[config.mk]
export PLATFORM = sky130hd
export DESIGN_NAME = fifo_bank_flat
export DESIGN_NICKNAME = d
export VERILOG_FILES = /design/src/rtl/fifo_bank_if.sv /design/src/rtl/fifo_bank.sv /design/src/flat_wrapper.sv
export SDC_FILE = /design/constraint.sdc
export NUM_CORES = 2
export LEC_CHECK = 0
export ABC_AREA = 0
export ABC_CLOCK_PERIOD_IN_PS = 5590
export BUFFER_PORTS_ARGS = -buffer_cell sky130_fd_sc_hd__buf_2
export CAP_MARGIN = 10
export CELL_PAD_IN_SITES_DETAIL_PLACEMENT = 0
export CELL_PAD_IN_SITES_GLOBAL_PLACEMENT = 1
export CORE_ASPECT_RATIO = 0.75
export CORE_MARGIN = 4
export CORE_UTILIZATION = 50
export CTS_CLUSTER_SIZE = 20
export DETAILED_ROUTE_END_ITERATION = 8
export GPL_ROUTABILITY_DRIVEN = 0
export PLACE_DENSITY_LB_ADDON = 0.3
export SLEW_MARGIN = 5
export SYNTH_ARGS = -nofsm -noshare
export SYNTH_HDL_FRONTEND = slang
export SYNTH_SLANG_ARGS = --single-unit
export TNS_END_PERCENT = 50
[constraint.sdc]
create_clock -name clk -period 5.59 [get_ports clk]
set_input_delay 1.118 -clock clk [delete_from_list [all_inputs] [get_ports clk]]
set_output_delay 1.118 -clock clk [all_outputs]
set_load 0.05 [all_outputs]
[src/rtl/fifo_bank_if.sv]
// Bundles the control, data and status signals of a fifo_bank into one port.
// master drives flush/err_clr/push/pop/dat_in and observes everything else;
// slave (the bank itself) is the mirror image.
interface fifo_bank_if #(
  parameter int NCH   = 4,
  parameter int WIDTH = 32,
  parameter int DEPTH = 16
);
  localparam int CW = $clog2(DEPTH + 1);

  logic                          flush;
  logic                          err_clr;
  logic [NCH-1:0]                push;
  logic [NCH-1:0]                pop;
  logic [NCH-1:0][WIDTH-1:0]     dat_in;
  logic [NCH-1:0][WIDTH-1:0]     dat_out;
  logic [NCH-1:0][CW-1:0]        ocp;
  logic [NCH-1:0]                is_full;
  logic [NCH-1:0]                is_empty;
  logic [NCH-1:0]                almost_full;
  logic [NCH-1:0]                almost_empty;
  logic [NCH-1:0]                ovf;
  logic [NCH-1:0]                udf;

  modport master (
    output flush, err_clr, push, pop, dat_in,
    input  dat_out, ocp, is_full, is_empty, almost_full, almost_empty, ovf, udf
  );

  modport slave (
    input  flush, err_clr, push, pop, dat_in,
    output dat_out, ocp, is_full, is_empty, almost_full, almost_empty, ovf, udf
  );
endinterface

[src/rtl/fifo_bank.sv]
// Bank of NCH independent first-word-fall-through FIFOs, any DEPTH >= 2.
// Latency: a push into an empty channel shows on dat_out the next cycle.
// Backpressure: none; push when full is dropped (ovf), pop when empty is ignored (udf).
//
// Ports: clk, nRST (async active-low); bus (slave) carries flush/err_clr,
// per-channel push/pop/dat_in, and per-channel dat_out, ocp, full/empty,
// almost_full/almost_empty and sticky ovf/udf flags.
module fifo_bank #(
  parameter int NCH    = 4,
  parameter int WIDTH  = 32,
  parameter int DEPTH  = 16,
  parameter int AF_LVL = DEPTH - 2,
  parameter int AE_LVL = 2
) (
  input  logic         clk,
  input  logic         nRST,
  fifo_bank_if.slave   bus
);
  localparam int CW = $clog2(DEPTH + 1);
  localparam int PW = $clog2(DEPTH);
  localparam logic [31:0] AF_U = 32'(AF_LVL);
  localparam logic [31:0] AE_U = 32'(AE_LVL);

  // Explicit wrap instead of modulo so non-power-of-two depths work.
  function automatic logic [PW-1:0] ptr_inc(input logic [PW-1:0] p);
    return (p == PW'(DEPTH - 1)) ? '0 : p + 1'b1;
  endfunction

  for (genvar c = 0; c < NCH; c++) begin : g_ch
    logic [WIDTH-1:0] mem_q [DEPTH];
    logic [PW-1:0]    w_ptr_q, w_ptr_d;
    logic [PW-1:0]    r_ptr_q, r_ptr_d;
    logic [CW-1:0]    ocp_q, ocp_d;
    logic             ovf_q, ovf_d;
    logic             udf_q, udf_d;
    logic             wr_en;
    logic             rd_clr;
    logic             empty;
    logic             full;

    assign empty = (ocp_q == '0);
    assign full  = (ocp_q == CW'(DEPTH));

    always_comb begin
      w_ptr_d = w_ptr_q;
      r_ptr_d = r_ptr_q;
      ocp_d   = ocp_q;
      wr_en   = 1'b0;
      rd_clr  = 1'b0;
      // Clear first so that an error raised in the same cycle survives.
      ovf_d   = bus.err_clr ? 1'b0 : ovf_q;
      udf_d   = bus.err_clr ? 1'b0 : udf_q;

      if (bus.flush) begin
        w_ptr_d = '0;
        r_ptr_d = '0;
        ocp_d   = '0;
      end else if (bus.push[c] && bus.pop[c]) begin
        wr_en   = 1'b1;
        w_ptr_d = ptr_inc(w_ptr_q);
        if (empty) begin
          // Nothing to pop yet; the pop is silently ignored.
          ocp_d = ocp_q + 1'b1;
        end else begin
          // When full, w_ptr == r_ptr: the new word replaces the departing head.
          r_ptr_d = ptr_inc(r_ptr_q);
        end
      end else if (bus.push[c]) begin
        if (full) begin
          ovf_d = 1'b1;
        end else begin
          wr_en   = 1'b1;
          w_ptr_d = ptr_inc(w_ptr_q);
          ocp_d   = ocp_q + 1'b1;
        end
      end else if (bus.pop[c]) begin
        if (empty) begin
          udf_d = 1'b1;
        end else begin
          rd_clr  = 1'b1;
          r_ptr_d = ptr_inc(r_ptr_q);
          ocp_d   = ocp_q - 1'b1;
        end
      end
    end

    always_ff @(posedge clk or negedge nRST) begin
      if (!nRST) begin
        w_ptr_q <= '0;
        r_ptr_q <= '0;
        ocp_q   <= '0;
        ovf_q   <= 1'b0;
        udf_q   <= 1'b0;
      end else begin
        w_ptr_q <= w_ptr_d;
        r_ptr_q <= r_ptr_d;
        ocp_q   <= ocp_d;
        ovf_q   <= ovf_d;
        udf_q   <= udf_d;
      end
    end

    always_ff @(posedge clk or negedge nRST) begin
      if (!nRST) begin
        for (int i = 0; i < DEPTH; i++) mem_q[i] <= '0;
      end else if (bus.flush) begin
        for (int i = 0; i < DEPTH; i++) mem_q[i] <= '0;
      end else begin
        if (rd_clr) mem_q[r_ptr_q] <= '0;
        if (wr_en)  mem_q[w_ptr_q] <= bus.dat_in[c];
      end
    end

    // Head word comes from registered state only.
    assign bus.dat_out[c]      = empty ? '0 : mem_q[r_ptr_q];
    assign bus.ocp[c]          = ocp_q;
    assign bus.is_full[c]      = full;
    assign bus.is_empty[c]     = empty;
    assign bus.almost_full[c]  = (32'(ocp_q) >= AF_U);
    assign bus.almost_empty[c] = (32'(ocp_q) <= AE_U);
    assign bus.ovf[c]          = ovf_q;
    assign bus.udf[c]          = udf_q;
  end
endmodule

[src/flat_wrapper.sv]
// flat-port wrapper written by rule: the top's interface ports become plain ports
module fifo_bank_flat 
#(
  parameter int NCH    = 4,
  parameter int WIDTH  = 32,
  parameter int DEPTH  = 16,
  parameter int AF_LVL = DEPTH - 2,
  parameter int AE_LVL = 2
)
  (clk, nRST, bus_flush, bus_err_clr, bus_push, bus_pop, bus_dat_in, bus_dat_out, bus_ocp, bus_is_full, bus_is_empty, bus_almost_full, bus_almost_empty, bus_ovf, bus_udf);
  fifo_bank_if #(.NCH(NCH), .WIDTH(WIDTH), .DEPTH(DEPTH)) bus_i ();
  input  logic clk;
  input  logic nRST;
  input wire logic [$bits(bus_i.flush)-1:0] bus_flush;
  input wire logic [$bits(bus_i.err_clr)-1:0] bus_err_clr;
  input wire logic [$bits(bus_i.push)-1:0] bus_push;
  input wire logic [$bits(bus_i.pop)-1:0] bus_pop;
  input wire logic [$bits(bus_i.dat_in)-1:0] bus_dat_in;
  output wire logic [$bits(bus_i.dat_out)-1:0] bus_dat_out;
  output wire logic [$bits(bus_i.ocp)-1:0] bus_ocp;
  output wire logic [$bits(bus_i.is_full)-1:0] bus_is_full;
  output wire logic [$bits(bus_i.is_empty)-1:0] bus_is_empty;
  output wire logic [$bits(bus_i.almost_full)-1:0] bus_almost_full;
  output wire logic [$bits(bus_i.almost_empty)-1:0] bus_almost_empty;
  output wire logic [$bits(bus_i.ovf)-1:0] bus_ovf;
  output wire logic [$bits(bus_i.udf)-1:0] bus_udf;
  assign bus_i.flush = bus_flush;
  assign bus_i.err_clr = bus_err_clr;
  assign bus_i.push = bus_push;
  assign bus_i.pop = bus_pop;
  assign bus_i.dat_in = bus_dat_in;
  assign bus_dat_out = bus_i.dat_out;
  assign bus_ocp = bus_i.ocp;
  assign bus_is_full = bus_i.is_full;
  assign bus_is_empty = bus_i.is_empty;
  assign bus_almost_full = bus_i.almost_full;
  assign bus_almost_empty = bus_i.almost_empty;
  assign bus_ovf = bus_i.ovf;
  assign bus_udf = bus_i.udf;
  fifo_bank #(.NCH(NCH), .WIDTH(WIDTH), .DEPTH(DEPTH), .AF_LVL(AF_LVL), .AE_LVL(AE_LVL)) u_core (.clk(clk), .nRST(nRST), .bus(bus_i));
endmodule
Word level (Yosys, flattened, before mapping)
Cells that the tools add are included.

word-level totals
  bits of input ports = 140
  bits in registers = 2108
  word-level logic and storage cells = 416
  output and inout port bits = 172

cells by class
  reduce and logical (&&, ||, !) cells = 40
  $add $sub $neg = 16
  $lt $le $gt $ge = 24
  bitwise gates (word level) = 16
  eq/ne operators = 32
  mux-type cells = 204

operators with widths
  operator                                                                              number
  512-bit two-way mux                                                                   16
  512-bit bitwise AND                                                                   4
  512-bit bitwise mux                                                                   4
  512-bit NOT                                                                           4
  32-bit demux with 4-bit select                                                        8
  32-bit two-way mux                                                                    20
  32-bit binary-select mux with 4-bit select                                            4
  4-bit two-way mux                                                                     44
  5-bit two-way mux                                                                     28
  1-bit two-way mux                                                                     80
  5-bit greater-or-equal comparator (second input constant)                             8
  5-bit by 1-bit < comparator with 1-bit output (second input constant)                 8
  4-bit NOT with 5-bit output                                                           8
  4-bit by 1-bit adder with 4-bit output (second input constant)                        8
  4-bit == test (second input constant)                                                 8
  4-bit != test (second input constant)                                                 8
  3-bit by 2-bit != test with 1-bit output (second input constant)                      8
  3-bit nonzero test                                                                    8
  5-bit by 1-bit adder with 5-bit output (second input constant)                        4
  5-bit == test (second input constant)                                                 4
  5-bit by 4-bit greater-or-equal comparator with 1-bit output (second input constant)  4
  5-bit by 2-bit <= comparator with 1-bit output (second input constant)                4
  5-bit logical NOT                                                                     4
  5-bit by 1-bit subtractor with 5-bit output (second input constant)                   4
  other kinds (5)                                                                       32

Depth between registers and ports, before layout
  depth in word-level cells = 12
  gate-level depth with buffers = 11
  gate-level depth less buffers = 7

Worst setup path after synthesis
No wires, ideal clock.

  kind = register -> output
  start = register u_core.g_ch[1].ocp_q[1]
  end = output port bus_dat_out[33]
  required time = 4.472 ns
  arrival time = 2.997 ns
  stages on the path, launching flop included = 8
  path slack = 1.475 ns
  path buffers = 2
  cells stage by stage = dfrtp_1 -> inv_1 -> ha_1 -> or4b_1 -> clkbuf_1 -> nand2b_1 -> clkbuf_1 -> o21ai_0

on the way
  cells in the longest elaborated chain, start to end = 2

RTL lines
  item                    line                RTL
  start, declared         fifo_bank.sv:33     logic [CW-1:0] ocp_q, ocp_d;
  start signal, assigned  fifo_bank.sv:97     ocp_q <= ocp_d;
  5-bit logical NOT       fifo_bank.sv:41     assign empty = (ocp_q == '0);
  32-bit two-way mux      fifo_bank.sv:115    assign bus.dat_out[c] = empty ? '0 : mem_q[r_ptr_q];
  end, declared           flat_wrapper.sv:19  output wire logic [$bits(bus_i.dat_out)-1:0] bus_dat_out;

Every way passes these cells.

Worst setup path in the final report
  start = register u_core.g_ch[1].ocp_q[1]
  end = output port bus_dat_out[63]

Same word-level chain as after synthesis.

==> results.toml <==
[outcome]
status = "completed"

[global_routing]
grt_pass1_wl_um = 494000
grtUsageMet3_pct = 7.05
grt_max_degree = 173
global_route.usage.met2_pct = 45.2
use_met1_pct = 45.4
grt_use_total_pct = 30.8
antenna_found_initial = 27
grt-ovfl-total = 0
grt_pass1_vias = 74300
busiest_layer = "met1"

[floorplanning]
num_io_pins = 312
fp.dieH_um = 396
dieArea_um2 = 208000
rows = 142
die_w_um = 526
initial_core_util_pct = 50.3
core_area_um2 = 200000

[final_layout]
fin_nets = 7647
syn_to_final_growth_pct = 9.26
drive_gt1_share_pct = 21.4
post-route-cell-area_um2 = 110000

[worst_setup_path]
reg2reg_slack_ns = 1.81
crit-reg2reg-launch = "u_core.g_ch[0].r_ptr_q[3]"
r2r_end = "u_core.g_ch[0].mem_q[230]"
crit_slowest_cell = "nor2_4"
endpoint = "bus_dat_out[63]"
path_buf_inv = 4
required_ns = 4.47
critPathCaptureType = "primary output"
max_stage_delay_ns = 0.68
critPathKind = "flip-flop to primary output"
arrival_ns = 4.26
crit_family = "simple AND/OR/NAND/NOR gates"
path_max_fanout = 20
cp-start-kind = "flip-flop"
critPathLaunch = "u_core.g_ch[1].ocp_q[1]"
path_depth = 9
worstPathCellList = "inv_1, ha_1, or4b_1, inv_2, nor2_4, buf_16, a22oi_1, o21ai_1, buf_2"
r2r_cells = 5

[power]
p_switching_mw = 12.2
internal_power_mw = 26.3
p_comb_share_pct = 19.9
clockPowerShare_pct = 38.3
leakage_nw = 45.0
swShare_pct = 31.8
peakVddDrop_uv = 297
power.density_nw_per_um2 = 351
seqPwrFrac_pct = 41.8

[logic_synthesis]
synth_edf_count = 0
synth_top_area_cell = "dfrtp_1"
ys_ff_latch = 2108
postSynth.asyncResetShare_pct = 100
yosys-top-cells-area = "dfrtp_1 (52%), mux4_2 (11%), a32o_1 (10%)"
yosysWarnings = 0
synth_nets = 8020
synthesis.area_um2 = 101000
ys_types = 88
yosysSeqAreaShare_pct = 52.5
ys.flop_type = "dfrtp_1"
syn_inst = 7832
postSynthAreaPerCell_um2 = 12.8
synth_top_area_share_pct = 52.5

[cts]
hold_buffers = 0
cts_made_buffers = 216
cts_sinks = 2108
cts_buffer_depth = 4
cts_root_buf = "clkbuf_16"
cts-htree-levels = 4
cts_setup_buffers = 0
clkTransAtPathRegs_ns = 0.06
clkLatencyLatePin_ns = 0.88
cts_tree = "done"
cts_resized = 0

[sta]
fmax_ghz = 0.186
tns_ns = 0
rsz0062_at_grt = "false"
setup_viol = 0
fin_crit_sh_pct = 96.1
tightest_slew_ns = 1.35
final.min_clock_period_ns = 5.37
slew_viol_final = 0
clock_skew_ns = 0.0619
hold_viol_final = 0
slew_headroom_pct = 9.72
holdWs_ns = 0.228

[worst_hold_path]
hp-class = "primary input to asynchronous set/reset pin"

[drt]
final_antenna_net_count = 0
wire_per_inst_um = 31.6
drt_iter0_drc = 9255
via_per_inst = 7.16
drc = 0
dr_total_vias = 73800
wirelength_um = 326000
dr.pass1.iters = 6

[job]
drv_cap = 0

[placement]
dp_hpwl_um = 179000
numPortBuffers = 311
place_area_um2 = 103000
[per-stage QoR]
step,total power [mW],setup slack [ns],util [%],std cells
final,38.5,0.216,55.0,10300
after global placement,23.9,0.804,51.3,9900
after CTS,38.7,0.105,54.9,10300
after global routing,39.9,0.0101,55.0,10300
after floorplan,21.4,1.47,-,7832
after detailed placement,24.0,1.05,51.3,9902
[cell type report]
cell class,instances,area (µm²)
fill,16600,90000
sequential,2108,52800
multi-input combinational,4544,42600
clock buffer,331,6470
timing repair buffer,545,3750
tap,2664,3330
clock inverter,52,662
inverter,44,179
antenna,21,52.6
[placed cells by master (no fill, tap or decap), types with 21 or more instances in the layout]
cell type  instances
buf_12            33
o211ai_1          34
o2bb2ai_2        100
buf_4            201
mux2i_1           37
o2bb2ai_1        925
diode_2           21
nand2_1         1152
a211oi_4          24
o21ai_0           49
a31o_2            23
clkbuf_8          57
nor2_1            40
mux4_2           512
clkbuf_16        219
a32o_1          1024
clkinv_2          28
a22oi_1          226
a21oi_1           32
inv_1             41
buf_2            309
nand3_1           21
ha_1              48
clkbuf_1          55
dfrtp_1         2097
[power by group through the flow]
| stage | clock (mW) | sequential [mW] | combinational (mW) |
|---|---|---|---|
| after global routing | 15.6 | 16.2 | 8.06 |
| final | 14.7 | 16.1 | 7.66 |
| after global placement | 0 | 16.4 | 7.54 |
| after floorplan | 0 | 16.1 | 5.29 |
| after CTS | 14.9 | 16.1 | 7.61 |
| after detailed placement | 0 | 16.4 | 7.60 |
[worst reg2reg max path, delay by kind of cell, from the launching register on]
kind / cells / cell delay, ns
buf+inv: 2 / 1.26
compound gates: 2 / 1.17
simple gates: 1 / 0.65
flops: 1 / 0.60
[registers in the layout (all words and copies together) (netlist names)]
| signal | flops |
|---|---|
| u_core.g_ch.udf_q | 4 |
| u_core.g_ch.ocp_q | 20 |
| u_core.g_ch.mem_q | 2048 |
| u_core.g_ch.ovf_q | 4 |
| u_core.g_ch.w_ptr_q | 16 |
| u_core.g_ch.r_ptr_q | 16 |
[worst min path at each step]
| stage | start | endpoint | depth (start not counted) |
|---|---|---|---|
| after global routing | nRST | u_core.g_ch[3].mem_q[489] | 1 |
| after detailed placement | u_core.g_ch[1].mem_q[167] | u_core.g_ch[1].mem_q[167] | 1 |
| final | nRST | u_core.g_ch[3].mem_q[489] | 1 |
| after floorplan | u_core.g_ch[1].mem_q[160] | u_core.g_ch[1].mem_q[160] | 1 |
| after CTS | nRST | u_core.g_ch[3].mem_q[489] | 1 |
| after global placement | u_core.g_ch[2].mem_q[437] | u_core.g_ch[2].mem_q[437] | 1 |
[synth_stat cells (11+ instances only)]
master,count
a32o_1,1024
nand2b_1,17
nand2_1,1152
dfrtp_1,2108
o21ai_0,53
nor4b_1,11
nand3_1,21
clkbuf_1,634
inv_1,41
ha_1,48
o2bb2ai_2,100
a21oi_1,32
a22oi_1,226
mux4_2,512
a211oi_2,15
and3_1,20
o2bb2ai_1,925
mux2i_1,37
buf_1,168
a31o_2,23
nor2_1,63
buf_2,196
nor3_1,24
nor2b_1,15
buf_4,47
buf_6,87
o211ai_1,34
[cell families after synthesis]
kind of cell / Yosys count / share of synthesized area (%)
simple gates: 1409 / 5.93
compound gates: 2518 / 23.5
fa+ha+maj: 48 / 0.597
flops: 2108 / 52.5
buf+inv: 1180 / 5.50
mux: 552 / 11.9
xor+xnor: 17 / 0.148
[per-layer routing]
metal / share of wire, % / vias up
li1: - / 29900
met1: 42 / 39300
met2: 44 / 3912
met3: 9.8 / 630
met4: 3.5 / 12
met5: 0.034 / -
(Power assumes the default switching activity.)
